[src/rtl/uart_rx_frame_ctrl_pkg.sv]
// Shared definitions for the UART receive frame controller.
//   state_t   : frame sequencer states
//   ERR_*     : error codes presented on oErr_Code
//   DEF_SOF   : default start-of-frame byte
//   isBusy()  : true while a frame is being collected (timeout window)
package uart_rx_frame_ctrl_pkg;

  typedef enum logic [2:0] {
    ST_IDLE    = 3'd0,
    ST_CMD     = 3'd1,
    ST_LEN     = 3'd2,
    ST_PAYLOAD = 3'd3,
    ST_CHK     = 3'd4,
    ST_HOLD    = 3'd5
  } state_t;

  localparam logic [1:0] ERR_CHK = 2'd1;
  localparam logic [1:0] ERR_LEN = 2'd2;
  localparam logic [1:0] ERR_TMO = 2'd3;

  localparam logic [7:0] DEF_SOF = 8'hAA;

  function automatic logic isBusy(input state_t s);
    return (s == ST_CMD) || (s == ST_LEN) || (s == ST_PAYLOAD) || (s == ST_CHK);
  endfunction

endpackage

[src/rtl/uart_rx_timeout.sv]
// Inter-byte timeout counter.
//   iClk, iRst_n : clock, asynchronous active-low reset
//   iClr         : synchronous clear (has priority over iEn)
//   iEn          : count enable
//   oTc          : terminal count (counter at P_TIMEOUT-1 while enabled)
module uart_rx_timeout #(
  parameter int unsigned P_TIMEOUT = 1_000_000
) (
  input  logic iClk,
  input  logic iRst_n,
  input  logic iClr,
  input  logic iEn,
  output logic oTc
);

  localparam int unsigned CW = (P_TIMEOUT > 1) ? $clog2(P_TIMEOUT) : 1;

  logic [CW-1:0] cnt;

  always_ff @(posedge iClk or negedge iRst_n) begin
    if (!iRst_n) begin
      cnt <= '0;
    end else if (iClr) begin
      cnt <= '0;
    end else if (iEn) begin
      cnt <= cnt + CW'(1);
    end
  end

  assign oTc = iEn && (cnt == CW'(P_TIMEOUT - 1));

endmodule

[src/rtl/uart_rx_frame_ctrl.sv]
// UART receive frame controller.
// Collects SOF, CMD, LEN, LEN payload bytes and an XOR checksum from the
// receiver byte stream and presents validated commands on a valid/ready
// handshake.
//   iClk, iRst_n  : clock, asynchronous active-low reset
//   iRx_Data      : received byte, qualified by iRx_Done
//   iRx_Done      : 1-cycle byte strobe
//   iCmd_Ready    : consumer accepts the held command
//   oCmd_Valid    : command available, held until accepted
//   oCmd          : command byte
//   oCmd_Len      : payload length
//   oPayload      : payload, byte k at [8k+7:8k], unused bytes zero
//   oBusy         : frame collection in progress
//   oErr          : 1-cycle error pulse
//   oErr_Code     : last error code (checksum / length / timeout)
//   oOvr          : 1-cycle pulse when a byte is dropped while holding
module uart_rx_frame_ctrl
  import uart_rx_frame_ctrl_pkg::*;
#(
  parameter logic [7:0]  P_SOF     = DEF_SOF,
  parameter int unsigned P_MAX_LEN = 4,
  parameter int unsigned P_TIMEOUT = 1_000_000
) (
  input  logic                   iClk,
  input  logic                   iRst_n,
  input  logic [7:0]             iRx_Data,
  input  logic                   iRx_Done,
  input  logic                   iCmd_Ready,
  output logic                   oCmd_Valid,
  output logic [7:0]             oCmd,
  output logic [3:0]             oCmd_Len,
  output logic [8*P_MAX_LEN-1:0] oPayload,
  output logic                   oBusy,
  output logic                   oErr,
  output logic [1:0]             oErr_Code,
  output logic                   oOvr
);

  state_t     state;
  logic [7:0] chk;
  logic [3:0] idx;
  logic       tmoTc;
  logic       tmoEn;
  logic       tmoClr;

  assign tmoEn  = isBusy(state);
  assign tmoClr = iRx_Done || !tmoEn;

  uart_rx_timeout #(
    .P_TIMEOUT(P_TIMEOUT)
  ) uTimeout (
    .iClk  (iClk),
    .iRst_n(iRst_n),
    .iClr  (tmoClr),
    .iEn   (tmoEn),
    .oTc   (tmoTc)
  );

  always_ff @(posedge iClk or negedge iRst_n) begin
    if (!iRst_n) begin
      state      <= ST_IDLE;
      chk        <= '0;
      idx        <= '0;
      oCmd_Valid <= 1'b0;
      oCmd       <= '0;
      oCmd_Len   <= '0;
      oPayload   <= '0;
      oBusy      <= 1'b0;
      oErr       <= 1'b0;
      oErr_Code  <= '0;
      oOvr       <= 1'b0;
    end else begin
      oErr <= 1'b0;
      oOvr <= 1'b0;

      // tmoTc is only asserted in collecting states; a byte in the same
      // cycle takes priority and the counter clears instead.
      if (tmoTc && !iRx_Done) begin
        oErr      <= 1'b1;
        oErr_Code <= ERR_TMO;
        state     <= ST_IDLE;
        oBusy     <= 1'b0;
      end else begin
        case (state)
          ST_IDLE: begin
            if (iRx_Done && (iRx_Data == P_SOF)) begin
              state    <= ST_CMD;
              chk      <= '0;
              oPayload <= '0;
              oBusy    <= 1'b1;
            end
          end

          ST_CMD: begin
            if (iRx_Done) begin
              oCmd  <= iRx_Data;
              chk   <= iRx_Data;
              state <= ST_LEN;
            end
          end

          ST_LEN: begin
            if (iRx_Done) begin
              chk <= chk ^ iRx_Data;
              if (iRx_Data > 8'(P_MAX_LEN)) begin
                oErr      <= 1'b1;
                oErr_Code <= ERR_LEN;
                state     <= ST_IDLE;
                oBusy     <= 1'b0;
              end else begin
                oCmd_Len <= iRx_Data[3:0];
                idx      <= '0;
                state    <= (iRx_Data == 8'd0) ? ST_CHK : ST_PAYLOAD;
              end
            end
          end

          ST_PAYLOAD: begin
            if (iRx_Done) begin
              for (int unsigned k = 0; k < P_MAX_LEN; k++) begin
                if (idx == 4'(k)) begin
                  oPayload[8*k +: 8] <= iRx_Data;
                end
              end
              chk <= chk ^ iRx_Data;
              idx <= idx + 4'd1;
              if ((idx + 4'd1) == oCmd_Len) begin
                state <= ST_CHK;
              end
            end
          end

          ST_CHK: begin
            if (iRx_Done) begin
              oBusy <= 1'b0;
              if (iRx_Data == chk) begin
                state      <= ST_HOLD;
                oCmd_Valid <= 1'b1;
              end else begin
                oErr      <= 1'b1;
                oErr_Code <= ERR_CHK;
                state     <= ST_IDLE;
              end
            end
          end

          ST_HOLD: begin
            if (iCmd_Ready) begin
              // Accepting frees the slot this cycle, so a coincident byte
              // is treated as if it arrived in IDLE.
              oCmd_Valid <= 1'b0;
              if (iRx_Done && (iRx_Data == P_SOF)) begin
                state    <= ST_CMD;
                chk      <= '0;
                oPayload <= '0;
                oBusy    <= 1'b1;
              end else begin
                state <= ST_IDLE;
              end
            end else if (iRx_Done) begin
              oOvr <= 1'b1;
            end
          end

          default: begin
            state <= ST_IDLE;
            oBusy <= 1'b0;
          end
        endcase
      end
    end
  end

endmodule
[config.mk]
export PLATFORM = sky130hd
export DESIGN_NAME = uart_rx_frame_ctrl
export DESIGN_NICKNAME = d
export VERILOG_FILES = /design/src/rtl/uart_rx_frame_ctrl_pkg.sv /design/src/rtl/uart_rx_timeout.sv /design/src/rtl/uart_rx_frame_ctrl.sv
export SDC_FILE = /design/constraint.sdc
export NUM_CORES = 1
export LEC_CHECK = 0
export BUFFER_PORTS_ARGS = -buffer_cell sky130_fd_sc_hd__buf_4
export CAP_MARGIN = 0
export CORE_AREA = 5 5 76 148
export DETAILED_ROUTE_END_ITERATION = 8
export DIE_AREA = 0 0 81 153
export GPL_TIMING_DRIVEN = 1
export SETUP_SLACK_MARGIN = 0.4
export SLEW_MARGIN = 20
export SYNTH_ARGS = -nofsm -noshare
export SYNTH_HDL_FRONTEND = slang
export SYNTH_SLANG_ARGS = --single-unit
[constraint.sdc]
create_clock -name iClk -period 2.6 [get_ports iClk]
set_input_delay 0.26 -clock iClk [delete_from_list [all_inputs] [get_ports iClk]]
set_output_delay 0.26 -clock iClk [all_outputs]
set_load 0.1 [all_outputs]
==> results of run 1 <==
==> cells in the mapped netlist, types with 5 or more instances <==
cell type	instances	area [sq um]
xnor2_1	9	78.83
mux2_2	7	78.83
dfrtp_1	85	2127
nand2_1	33	123.9
ha_1	5	62.56
and2_1	12	75.07
xor2_1	23	201.4
nor3_1	5	25.02
nand3_1	19	95.09
inv_1	6	22.52
mux2_4	32	480.5
o21ai_1	12	60.06
clkbuf_1	7	26.28
o21ai_0	11	55.05
a21oi_1	6	30.03
nor2_1	42	157.7
==> state kept, by name, summed over array words and instances (netlist names) <==
register / count
oBusy: 1
oCmd: 8
idx: 4
oErr_Code: 2
oCmd_Valid: 1
uTimeout.cnt: 20
oCmd_Len: 4
chk: 8
oOvr: 1
oErr: 1
state: 3
oPayload: 32
==> power groups by stage <==
stage | clock network, mW | logic (mW) | registers [mW]
after CTS | 1.16 | 3.42 | 1.89
final | 1.13 | 3.50 | 1.90
after global placement | 0 | 3.35 | 1.91
after detailed placement | 0 | 3.38 | 1.92
after global routing | 1.21 | 3.67 | 1.95
after floorplan | 0 | 1.17 | 3.40
==> cell type report <==
type | instances | area (sq um)
Timing Repair Buffer | 88 | 729.5
Inverter | 8 | 30.03
Fill cell | 930 | 4497
Clock inverter | 3 | 23.77
Clock buffer | 12 | 236.5
Multi-Input combinational cell | 281 | 2201
Sequential cell | 85 | 2133
Tap cell | 135 | 168.9
==> cell usage in the layout, fill, tap and decap left out, types with 3 or more instances in the layout <==
cell type,n
a21oi_1,6
a21oi_4,4
and2_1,12
and3_1,4
buf_12,5
buf_4,81
clkbuf_1,3
clkbuf_16,9
dfrtp_1,80
dfrtp_2,5
ha_1,4
inv_1,5
inv_2,3
mux2_1,4
mux2_2,7
mux2_4,32
nand2_1,32
nand3_1,18
nand4_1,3
nor2_1,42
nor3_1,5
o21ai_0,11
o21ai_1,12
xnor2_1,9
xor2_1,23
==> logic make-up (layout without fill, tap and decap cells) <==
logic type / after synthesis / count (layout) / share of synthesized area (%)
XOR/XNOR: 32 / 32 / 6.406
multiplexers: 44 / 44 / 14.04
AO/OA/AOI/OAI: 53 / 53 / 8.950
adder cells (fa/ha/maj): 5 / 5 / 1.430
AND/OR/NAND/NOR: 147 / 147 / 17.73
flip-flops: 85 / 85 / 48.61
buffers and inverters: 24 / 111 / 2.831
==> repair_timing <==
item | CTS | global route
gates cloned | 0 | 0
endpoints found under the hold margin | 85 | 0
buffers inserted | 5 | 10
pin swaps | 5 | 9
hold buffers | 1 | 0
resized for setup | 3 | 15
endpoints found under the setup margin | 34 | 47
==> stage by stage <==
step	hold slack, ps	std cells	cell area (sq um)	worst slack, ps
after global placement	326.7	581	5006	280.8
after floorplan	-35.59	390	4378	461.9
after global routing	222.4	612	5523	291.8
after detailed placement	328.9	581	5006	240.0
after CTS	198.8	602	5333	300.1
final	210.4	612	5523	373.8
==> path summary, 6_finish.rpt <==
| check | from | end | depth (start not counted) |
|---|---|---|---|
| min in group asynchronous | iRst_n | oPayload[4] | 3 |
| setup / recovery | uTimeout.cnt[0] | oPayload[12] | 8 |
| setup reg to reg | uTimeout.cnt[0] | oPayload[12] | 8 |
| hold reg to reg | oCmd[5] | oCmd[5] | 1 |
| hold / removal | iRx_Data[5] | oCmd[5] | 2 |
| max in group asynchronous | iRst_n | state[2] | 3 |
==> worst max-delay path, stage by stage (launching register included) <==
cell      delay, ps
dfrtp_1         360
ha_2            190
nand2_2          50
or3_4           340
or4_4           470
o211ai_4        180
a21oi_4          70
buf_12          160
mux2_4          290
==> layer usage <==
layer  vias up  GRT usage [%]  part of all wire (%)
met4         0          9.025                   4.1
met5         -              0                     0
met2        86          30.56                    54
met3        27          3.180                   4.0
met1      1548          18.66                    38
li1       1510              -                     -
==> results by group, run 1 <==
Placed design
  – Dpl hpwl: about 7500 um
  – PortBufs: between 60 and 70
  – Placer Congestion: about 0.81

Die
  – Overall die width: about 81 um
  – Initial core utilization: between 40% and 50%
  – Die footprint: ~12,000 sq um
  – # IOs: 62
  – Row Count: 52
  – Core ar.: ~10,000 sq um
  – Die H: ~150 um

Global route
  – Total grt overflow: 0
  – Largest net degree at the start of global routing: 86
  – Vias in the first global route: 3,275
  – GR Util All Layers: between 15 and 20%
  – Initial antenna violation count: 0
  – First-pass GRT wire length: roughly 16,000 um

STA
  – Minimum clock period: around 2200 ps
  – RSZ-0062 raised after global routing: true
  – Setup violators final: 0
  – Slew margin rel.: between 60 and 70%
  – Final Cycle Share: a little under nine tenths
  – Final Skew: around 4.9 ps
  – Max Freq: roughly 450 MHz
  – Setup TNS Final: 0 ps
  – Pins Over Slew Limit: 0
  – Worst Max-Slew Pin Slew: 481.1 ps
  – Hold Vio Cnt, Final: 0

Final layout
  – Ant. Diodes: 0
  – P&R area growth vs syn: 26.22%
  – Final core utilization: 55.12%
  – Final nets: between 400 and 500
  – Layout cells sized above 1: 36.90%

Clock network
  – CTS tree: built
  – Max clock buf depth: 2
  – H-tree depth: 3
  – CTS Sinks: 85
  – Clock Latency Late Sink: around 330 ps
  – Clock Pin Slew Worst Setup and Hold Paths: about 60 ps
  – CTS buffer count: 9
  – Root buf cell: clkbuf_16

Synth
  – Yosys warns: 0
  – Yosys cell types: 62
  – Mapped Area: 4375 sq um
  – Post-Synthesis Cells: 390
  – Post-synthesis register bit count: between 80 and 90
  – Post-synth EDFFs: 0
  – Post-synth ARST share: 100.0%
  – Sequential area share after synthesis: between 40% and 50%
  – Post-Syn Area per Cell: approximately 11 sq um
  – Most used DFF post-synth: dfrtp_1
  – Syn nets: ~410

Power and ir drop
  – Final Total Pwr: roughly 6.5 mW
  – Clock Power Share: around 17%
  – Power share of the combinational group: between 50% and 60%
  – Sequential fraction of design power: between 20 and 30%
  – Maximum VDD drop: just over 0.8 mV
  – PD cells: roughly 1200 nW/um^2
  – P_sw: about 3.2 mW
  – Pint: 3.311 mW
  – Leakage power: 2.599 nW
  – Net Sw Frac: approximately 49%

Drt
  – DRT antenna net count: 0
  – Avg Vias per Cell: between 5 and 6
  – Detailed Route WL: 10,130 um
  – Wirelength per Cell: 16.55 um
  – Vias: 3,171
  – DRT iter0 DRCs: slightly below 70
  – Drt first pass iters: 4
  – # DRC: 0

Job
  – Maxcap violations: 0

Run status
  – Status: finished, final reports clean

Worst setup path
  – CP startpoint kind: flip-flop
  – Worst Path Required: 2810 ps
  – Critical path type: reg2reg
  – Arrival time at the worst endpoint: roughly 2400 ps
  – Critical Path End Type: flip-flop
  – Reg-to-reg slack, setup: between 300 and 400 ps
  – Max FO, Critical Path: 8

Hold path
  – Worst hold path type: in2reg
Note: power is estimated with default switching activity, not from simulation.
==> run 2: changes to the inputs <==
BUFFER_PORTS_ARGS = -buffer_cell sky130_fd_sc_hd__buf_2   (was -buffer_cell sky130_fd_sc_hd__buf_4)
CAP_MARGIN = 25   (was 0)
HOLD_SLACK_MARGIN = 0.08   (was not set)
==> run 2 against run 1 <==
Clock power up 12%. Global-route usage up 0.27 points. Sequential power about the same. Wire length up 1.3%. Hold slack better by 19 ps. Worst setup slack worse by 12 ps. Count of clock-buffer cells in the layout down 1. Sequential cell count unchanged. Utilization down 1.6 points. Largest power group unchanged. Sequential share of layout area up 1.1 points. First-iteration DRC count up 65%. Critical endpoint is now oPayload[3].
==> results by group, run 2 (synthesis gave the netlist of run 1 again) <==
Run status
  – Status: finished, final reports clean

Drt
  – Wirelength per Cell: 16.79 um (+1.4%)
  – DRT antenna net count: 0 (unchanged)
  – Avg Vias per Cell: 5.200 (+0.35%)
  – Drt first pass iters: 4 (unchanged)
  – Vias: 3,177 (+0.19%)
  – # DRC: 0 (unchanged)
  – Detailed Route WL: 10,260 um (+1.3%)
  – DRT iter0 DRCs: 114 (+65%)

Placed design
  – Placer Congestion: 0.8318 (+2.4%)
  – Pre-CTS setup slack: 228.1 ps (-11.87 ps)
  – PortBufs: 61 (unchanged)
  – DP Area: 4856 sq um (-3.0%)
  – Dpl hpwl: 7545 um (+0.92%)

Clock network
  – H-tree depth: 3 (unchanged)
  – Clock Pin Slew Worst Setup and Hold Paths: 60 ps (about the same)
  – Clock Latency Late Sink: 340 ps (about the same)
  – CTS tree: built
  – CTS Sinks: 85 (unchanged)
  – Root buf cell: clkbuf_16
  – CTS buffer count: 9 (unchanged)
  – Max clock buf depth: 2 (unchanged)

Die
  – Overall die width: 81 um (unchanged)
  – Die H: 153 um (unchanged)
  – Initial core utilization: 43.67% (unchanged)
  – Row Count: 52 (unchanged)
  – Die footprint: 12,390 sq um (unchanged)
  – Core ar.: 10,020 sq um (unchanged)
  – # IOs: 62 (unchanged)

STA
  – Hold Vio Cnt, Final: 0 (unchanged)
  – Final Cycle Share: 86.07% (+0.45 points)
  – Setup TNS Final: 0 ps (unchanged)
  – RSZ-0062 raised after global routing: true
  – Worst Max-Slew Pin Slew: 554.2 ps (+73.03 ps)
  – Final Skew: 5.212 ps (+0.3114 ps)
  – Minimum clock period: 2238 ps (+11.74 ps)
  – Final critical-path setup slack: 362.1 ps (-11.74 ps)
  – Pins Over Slew Limit: 0 (unchanged)
  – Setup violators final: 0 (unchanged)
  – Max Freq: 446.8 MHz (-0.52%)
  – Slew margin rel.: 63.06% (-4.9 points)

Final layout
  – Layout cells sized above 1: 36.13% (-0.76 points)
  – Ant. Diodes: 0 (unchanged)
  – Final nets: 488 (-0.41%)
  – Finished Cell Area: 5366 sq um (-2.8%)
  – Final core utilization: 53.56% (-1.6 points)
  – Largest register FFs: 32 (unchanged)
  – Biggest regs: oPayload (32), uTimeout.cnt (20)
  – P&R area growth vs syn: 22.65%
  – Commonest non-fill, non-tap cell in the layout: dfrtp_1
  – Biggest register: oPayload
  – Commonest non-fill, non-tap cells in the layout: 81 x dfrtp_1, 60 x buf_2, 42 x nor2_1

Hold path
  – Worst hold path type: in2reg

Worst setup path
  – Arrival time at the worst endpoint: 2460 ps (+20 ps)
  – Worst Path Required: 2820 ps (about the same)
  – Number of buffers and inverters on the critical path: 1 (unchanged)
  – Max FO, Critical Path: 8 (unchanged)
  – Worst-path cell chain: nor4_1 > nand4_1 > or4_4 > o211ai_4 > a21oi_4 > buf_12 > mux2_4
  – CP startpoint kind: flip-flop
  – CP delay by family, top: simple AND/OR/NAND/NOR gates
  – Critical Path End Type: flip-flop
  – Slowest cell delay on critical path: 540 ps (+70 ps)
  – Slowest stage cell, crit path: or4_4
  – Critical path type: reg2reg

Power and ir drop
  – Maximum VDD drop: 0.9399 mV (+16%)
  – Final Total Pwr: 6.550 mW (+0.32%)
  – Leakage power: 2.587 nW (-0.43%)
  – PD cells: 1221 nW/um^2 (+3.2%)

Global route
  – Largest net degree at the start of global routing: 44 (-49%)
  – Initial antenna violation count: 0 (unchanged)
  – Vias in the first global route: 3,249 (-0.79%)
  – Total grt overflow: 0 (unchanged)
  – GR Util All Layers: 17.46% (+0.27 points)
  – First-pass GRT wire length: 16,490 um (+0.34%)

Job
  – Maxcap violations: 0 (unchanged)
-- run 2: path summary, 6_finish.rpt --
check	start	endpoint	slack, ps	depth (start not counted)
worst max-delay path	uTimeout.cnt[7]	oPayload[3]	360	7
worst min-delay path	iRx_Data[4]	chk[4]	230	3
worst max register to register	uTimeout.cnt[7]	oPayload[3]	360	7
worst min register to register	oCmd[5]	oCmd[5]	490	1
max in group asynchronous	iRst_n	uTimeout.cnt[6]	1500	3
min in group asynchronous	iRst_n	oCmd[5]	460	2
-- run 2: worst register-to-register path, cell delays in order (launching register included) --
cell and delay, ps:
dfrtp_2 450, nor4_1 290, nand4_1 150, or4_4 540
o211ai_4 180, a21oi_4 60, buf_12 160, mux2_4 300
-- run 2: routing by layer --
layer | vias to the layer above | wire length (um) | GRT usage [%]
li1 | 1512 | - | -
met2 | 74 | 5739 | 31.89
met1 | 1570 | 3755 | 17.98
met4 | 0 | 351 | 9.508
met3 | 21 | 411 | 3.180
met5 | - | 0 | 0
-- run 2: area by class of cell --
class                           count  area, sq um
Timing Repair Buffer               86        560.5
Clock buffer                       11        232.7
Sequential cell                    85         2132
Multi-Input combinational cell    281         2182
Tap cell                          135        168.9
Clock inverter                      5        60.06
Fill cell                         925         4653
Inverter                            8        30.03
-- run 2: repair_timing --
item | CTS | global route
resized for setup | 3 | 9
hold endpoints to repair | 42 | 0
pin swaps | 3 | 9
endpoints found under the setup margin | 34 | 43
hold buffers | 1 | 0
buffers inserted | 4 | 9
-- run 2: metrics by stage --
stage          hold slack, ps  cells
2_1_floorplan          -35.59    390
3_3_place_gp            278.4    581
3_5_place_dp            289.2    581
4_1_cts                 220.6    602
5_1_grt                 248.9    611
6_report                229.1    611
-- run 2: power by group --
part / internal (mW) / switching [mW] / total (mW)
combinational: 0.900 / 2.51 / 3.41
sequential: 1.65 / 0.216 / 1.87
clock: 0.748 / 0.523 / 1.27
